<file path="config.mk">
export PLATFORM = sky130hd
export DESIGN_NAME = i2c_arbiter
export DESIGN_NICKNAME = d
export VERILOG_FILES = /design/src/rtl/i2c_arbiter.sv
export SDC_FILE = /design/constraint.sdc
export NUM_CORES = 1
export LEC_CHECK = 0
export CORE_ASPECT_RATIO = 0.8
export CORE_MARGIN = 2
export CORE_UTILIZATION = 35
export CTS_BUF_LIST = sky130_fd_sc_hd__clkbuf_4 sky130_fd_sc_hd__clkbuf_8
export DETAILED_ROUTE_END_ITERATION = 8
export GPL_ROUTABILITY_DRIVEN = 0
export PLACE_DENSITY_LB_ADDON = 0.3
export SYNTH_ARGS = -nofsm -noshare
export SYNTH_HDL_FRONTEND = slang
export SYNTH_SLANG_ARGS = --single-unit
</file>
<file path="constraint.sdc">
create_clock -name clk -period 2.9 [get_ports clk]
set_input_delay 0.435 -clock clk [delete_from_list [all_inputs] [get_ports clk]]
set_output_delay 0.435 -clock clk [all_outputs]
set_load 0.005 [all_outputs]
</file>
<file path="src/rtl/i2c_arbiter.sv">
// i2c_arbiter
//   Shares one i2c master between NREQ requesters using round-robin
//   arbitration. The winner's command (rw, mode, address, write data) is
//   latched at grant time and presented to the master unchanged until the
//   transfer finishes. The master's ready handshake is followed through
//   START (enable high, waiting for the master to go busy) and BUSY
//   (waiting for the master to return to idle). A saturating watchdog ends
//   a transfer that hangs in either phase. FINISH lasts one cycle and
//   carries the done pulse, the error flag and the read data.
//
// Ports
//   clk, rst_n          clock (rising edge), asynchronous active-low reset
//   req                 per-requester request level, held until done
//   req_rw, req_mode    per-requester read/write select and master mode bit
//   req_addr            per-requester 7-bit address, slot i at [7i+6:7i]
//   req_wdata           per-requester write data, slot i at [32i+31:32i]
//   gnt                 one-hot grant, held from START through FINISH
//   done, err, rdata    completion pulse, watchdog error, read data
//   i2c_enable          master enable, high only in START
//   i2c_rw, i2c_mode,
//   i2c_addr,
//   i2c_reg_read        latched command to the master
//   i2c_reg_write       data returned by the master on reads
//   i2c_ready           master idle (high) / busy (low)

module i2c_arbiter #(
  parameter int NREQ    = 4,
  parameter int TIMEOUT = 65535
) (
  input  logic                 clk,
  input  logic                 rst_n,
  input  logic [NREQ-1:0]      req,
  input  logic [NREQ-1:0]      req_rw,
  input  logic [NREQ-1:0]      req_mode,
  input  logic [7*NREQ-1:0]    req_addr,
  input  logic [32*NREQ-1:0]   req_wdata,
  output logic [NREQ-1:0]      gnt,
  output logic [NREQ-1:0]      done,
  output logic                 err,
  output logic [31:0]          rdata,
  output logic                 i2c_enable,
  output logic                 i2c_rw,
  output logic                 i2c_mode,
  output logic [6:0]           i2c_addr,
  output logic [31:0]          i2c_reg_read,
  input  logic [31:0]          i2c_reg_write,
  input  logic                 i2c_ready
);

  localparam int PTR_W = (NREQ > 1) ? $clog2(NREQ) : 1;
  localparam int SUM_W = PTR_W + 1;
  localparam logic [15:0]      WDOG_LIMIT = 16'(TIMEOUT);
  localparam logic [15:0]      WDOG_MAX   = 16'hFFFF;
  localparam logic [PTR_W-1:0] LAST_IDX   = PTR_W'(NREQ - 1);

  typedef enum logic [1:0] {
    S_IDLE   = 2'd0,
    S_START  = 2'd1,
    S_BUSY   = 2'd2,
    S_FINISH = 2'd3
  } state_t;

  state_t state, state_nxt;

  logic [PTR_W-1:0] ptr;
  logic [PTR_W-1:0] gnt_idx;
  logic [NREQ-1:0]  gnt_q;
  logic             rw_q;
  logic             mode_q;
  logic [6:0]       addr_q;
  logic [31:0]      wdata_q;
  logic [31:0]      rdata_q;
  logic             err_flag;
  logic [15:0]      wdog;

  logic             wdog_expired;
  logic             pick_found;
  logic [PTR_W-1:0] pick_idx;
  logic [SUM_W-1:0] cand;

  assign wdog_expired = (wdog >= WDOG_LIMIT);

  // Round-robin pick: scan ptr, ptr+1, ... wrapping at NREQ; first set wins.
  // cand is one bit wider than ptr so the wrap can be detected before it is
  // folded back into range.
  always_comb begin
    pick_found = 1'b0;
    pick_idx   = '0;
    cand       = '0;
    for (int k = 0; k < NREQ; k++) begin
      cand = {1'b0, ptr} + SUM_W'(k);
      if (cand >= SUM_W'(NREQ)) begin
        cand = cand - SUM_W'(NREQ);
      end
      if (!pick_found && req[cand[PTR_W-1:0]]) begin
        pick_found = 1'b1;
        pick_idx   = cand[PTR_W-1:0];
      end
    end
  end

  // State register
  always_ff @(posedge clk or negedge rst_n) begin
    if (!rst_n) begin
      state <= S_IDLE;
    end else begin
      state <= state_nxt;
    end
  end

  // Next-state logic. In START a busy master wins over an expiring watchdog,
  // and in BUSY a returning master wins, so a transfer that completes on the
  // last allowed cycle is not reported as an error.
  always_comb begin
    state_nxt = state;
    case (state)
      S_IDLE: begin
        if (pick_found && i2c_ready) begin
          state_nxt = S_START;
        end
      end
      S_START: begin
        if (!i2c_ready) begin
          state_nxt = S_BUSY;
        end else if (wdog_expired) begin
          state_nxt = S_FINISH;
        end
      end
      S_BUSY: begin
        if (i2c_ready || wdog_expired) begin
          state_nxt = S_FINISH;
        end
      end
      S_FINISH: begin
        state_nxt = S_IDLE;
      end
      default: begin
        state_nxt = S_IDLE;
      end
    endcase
  end

  // Command latch, watchdog, result capture and priority rotation
  always_ff @(posedge clk or negedge rst_n) begin
    if (!rst_n) begin
      ptr      <= '0;
      gnt_idx  <= '0;
      gnt_q    <= '0;
      rw_q     <= 1'b0;
      mode_q   <= 1'b0;
      addr_q   <= '0;
      wdata_q  <= '0;
      rdata_q  <= '0;
      err_flag <= 1'b0;
      wdog     <= '0;
    end else begin
      // The watchdog restarts on every state change and sticks at all-ones.
      if (state_nxt != state) begin
        wdog <= '0;
      end else if (wdog != WDOG_MAX) begin
        wdog <= wdog + 16'd1;
      end

      case (state)
        S_IDLE: begin
          if (state_nxt == S_START) begin
            gnt_q    <= NREQ'(1) << pick_idx;
            gnt_idx  <= pick_idx;
            rw_q     <= req_rw[pick_idx];
            mode_q   <= req_mode[pick_idx];
            addr_q   <= req_addr[7*int'(pick_idx) +: 7];
            wdata_q  <= req_wdata[32*int'(pick_idx) +: 32];
            err_flag <= 1'b0;
          end
        end
        S_START: begin
          if (state_nxt == S_FINISH) begin
            err_flag <= 1'b1;
            rdata_q  <= '0;
          end
        end
        S_BUSY: begin
          if (state_nxt == S_FINISH) begin
            if (i2c_ready) begin
              rdata_q <= rw_q ? i2c_reg_write : 32'd0;
            end else begin
              err_flag <= 1'b1;
              rdata_q  <= '0;
            end
          end
        end
        S_FINISH: begin
          gnt_q    <= '0;
          err_flag <= 1'b0;
          ptr      <= (gnt_idx == LAST_IDX) ? '0 : gnt_idx + PTR_W'(1);
        end
        default: begin
          gnt_q <= '0;
        end
      endcase
    end
  end

  assign gnt          = gnt_q;
  assign done         = (state == S_FINISH) ? gnt_q : '0;
  assign err          = (state == S_FINISH) && err_flag;
  assign rdata        = (state == S_FINISH) ? rdata_q : 32'd0;
  assign i2c_enable   = (state == S_START);
  assign i2c_rw       = rw_q;
  assign i2c_mode     = mode_q;
  assign i2c_addr     = addr_q;
  assign i2c_reg_read = wdata_q;

endmodule
</file>
==> flow_summary.json <==
{
  "core_area_um2": 15100,
  "hold_path.class": "input port to async pin",
  "floorplan.initialDensity_pct": 36.1,
  "grt_max_degree": 55,
  "startpoint_type": "flop",
  "yosysWarnings": 0,
  "clk_latency_ps": 390,
  "rows": 40,
  "maxCapViolCount": 0,
  "syn2layout_area_growth_pct": 61.0,
  "root_buffer": "clkbuf_8",
  "fillCellCount": 1282,
  "worst_path_largest_cell_delay_ps": 570,
  "ys_types": 53,
  "fmax_ghz": 0.376,
  "num_vias": 5136,
  "synth_ff_type": "dfrtp_1",
  "powerDensity_nw_per_um2": 722,
  "cts.clk_slew.worst_paths_ps": 110,
  "grtUsageTotal_pct": 20.1,
  "p_comb_share_pct": 53.3,
  "cp-end-kind": "output pin",
  "io_buffers": 285,
  "crit_required_ps": 2470,
  "postCtsSetupBuffers": 0,
  "grt_pass1_vias": 5156,
  "antenna_found_initial": 0,
  "synth_fp_nets": 719,
  "crit_type": "flop to output pin",
  "rsz0062_at_grt": "no",
  "vdd_ir_drop_max_mv": 0.432,
  "hold_buffers": 0,
  "avgSynthCellArea_um2": 10.7,
  "final_nets": 995,
  "wl_per_cell_um": 17.2,
  "die_h_um": 116,
  "finalHoldViolCount": 0,
  "p_seq_share_pct": 32.2,
  "ios": 286,
  "dp_hpwl_um": 13100,
  "cts_tree": "done",
  "antenna-diode-count": 0,
  "swShare_pct": 39.3,
  "layout-drive-gt1-share_pct": 6.95,
  "crit_family": "adder cells",
  "h-tree-depth": 3,
  "tns_ps": 0,
  "syn-instance-count": 510,
  "vias_per_cell": 5.13,
  "final_antenna_net_count": 0,
  "slew_headroom_pct": 43.1,
  "drt_iter0_drc": 269,
  "worstPathMaxFanout": 38,
  "gr-total-overflow": 0,
  "clockBufferDepth": 2,
  "async_reset_ff_share_pct": 100,
  "fp.dieW_um": 144,
  "power_w": 0.00635,
  "syn_area_um2": 5460,
  "fin_crit_ps": 2660,
  "cts.sinks": 100,
  "fin_skew_ps": 15.6,
  "drcViolationCount": 0,
  "p_int_w": 0.00385,
  "numCtsBuffers": 9,
  "worst_path_max_delay_cell": "ha_2",
  "dr.pass1.iters": 4,
  "path_buf_inv": 1,
  "synth-edff-count": 0,
  "arrival_ps": 2230,
  "setup_viol": 0,
  "grt_pass1_wl_um": 26300,
  "die_area_um2": 16600,
  "wl_um": 17300,
  "finalMaxSlewViolations": 0,
  "worstMarginPinSlew_ps": 847,
  "ys_seq_area_share_pct": 45.9,
  "min_period_over_period_pct": 91.8,
  "status": "complete, no violations",
  "p_leak_nw": 3.71,
  "power.switching_w": 0.00250,
  "path_cells": "ha_2, and2_1, clkdlybuf4s50_1",
  "ys_seq_elements": 100,
  "p_clk_share_pct": 14.5
}
==> cells in the final DEF, fill, tap and decap left out, drive strengths merged, types with 13 or more instances in the layout <==
cell / Yosys / final
clkdlybuf4s50: 0 / 284
dfrtp: 100 / 100
nor2: 26 / 26
a22o: 33 / 33
and2: 38 / 38
o21ai: 13 / 13
o221ai: 42 / 42
mux2i: 83 / 83
buf: 23 / 16
nand2: 55 / 55
==> synth_stat cells, drive strengths merged (9+ instances only) <==
library cell / number / share of area (%)
o21ai: 13 / 1.3
buf: 23 / 2.6
nand2: 55 / 3.8
clkbuf: 12 / 0.83
dfrtp: 100 / 46
xnor2: 9 / 1.4
mux2i: 83 / 15
a22o: 33 / 5.3
o221ai: 42 / 6.9
nor3: 9 / 0.83
and2: 38 / 4.4
nor2: 26 / 1.8
==> registers in the layout (all words and copies together) (netlist names) <==
register	flops
gnt	4
gnt_idx	2
i2c_mode	1
err_flag	1
wdog	16
i2c_rw	1
ptr	2
i2c_reg_read	32
state	2
i2c_addr	7
rdata_q	32
==> what timing repair did <==
item,CTS,global route
resized for setup,1,0
setup endpoints to repair,37,0
hold endpoints to repair,0,0
==> worst paths after layout <==
kind | start | to | slack [ps] | cells after the start
setup / recovery | state[1] | done[3] | 240 | 3
hold / removal | rst_n | i2c_reg_read[7] | 40 | 1
setup reg to reg | state[1] | wdog[12] | 470 | 7
hold reg to reg | i2c_addr[0] | i2c_addr[0] | 500 | 2
max in group asynchronous | rst_n | ptr[1] | 2120 | 2
min in group clk | i2c_addr[0] | i2c_addr[0] | 500 | 2
==> power groups by stage <==
stage               sequential (W)  combinational [W]  clock [W]
global placement           0.00205            0.00333          0
detailed placement         0.00207            0.00341          0
finish                     0.00204            0.00338   0.000922
floorplan                  0.00204            0.00192          0
CTS                        0.00204            0.00342   0.000951
global route               0.00209            0.00370    0.00101
==> cells by family after synthesis <==
logic type                 Yosys count  synth area share [%]
DFF                                100                  45.9
xor gates and xnor gates            10                  1.61
muxes                               86                  15.8
AOI/OAI and AO/OA                  108                  16.6
buffers and inverters               40                  3.76
and+or+nand+nor                    160                  15.0
adders and majority gates            6                  1.38
==> layer usage <==
| metal | global-route usage, % | routed length (um) | part of all wire (%) | up-vias |
|---|---|---|---|---|
| li1 | - | - | - | 2446 |
| met1 | 25.2 | 7260 | 42 | 2483 |
| met2 | 33.9 | 8390 | 49 | 184 |
| met3 | 6.03 | 1320 | 7.7 | 23 |
| met4 | 5.95 | 293 | 1.7 | 0 |
| met5 | 0 | 0 | 0 | - |
==> per-stage QoR <==
stage | worst slack (ps) | instances | utilization, % | instance area [um2] | hold WS (ps)
3_3_place_gp | 173 | 985 | 56.8 | 8580 | 469
6_report | 238 | 1001 | 58.1 | 8780 | 38.8
3_5_place_dp | 120 | 985 | 56.8 | 8580 | 473
2_1_floorplan | 819 | 510 | - | 5460 | 139
4_1_cts | 191 | 1001 | 58.1 | 8780 | 33.0
5_1_grt | 98.8 | 1001 | 58.1 | 8780 | 64.0
==> worst reg2reg max path, stage by stage, from the launching register on <==
cell and delay (ps):
dfrtp_1 500, inv_1 150, ha_1 310, inv_1 210, o21ai_0 200, a31o_2 290, a221o_2 440, nor3_1 230
==> area by class of cell <==
class                           count  area [um2]  share of cell area (%)
Timing Repair Buffer              300        3010                    34.3
Multi-Input combinational cell    370        2790                    31.7
Sequential cell                   100        2500                    28.5
Tap cell                          210         263                    2.99
Clock buffer                        9         124                    1.41
Clock inverter                      7        77.6                   0.883
Inverter                            5        18.8                   0.214
(Power assumes the default switching activity.)
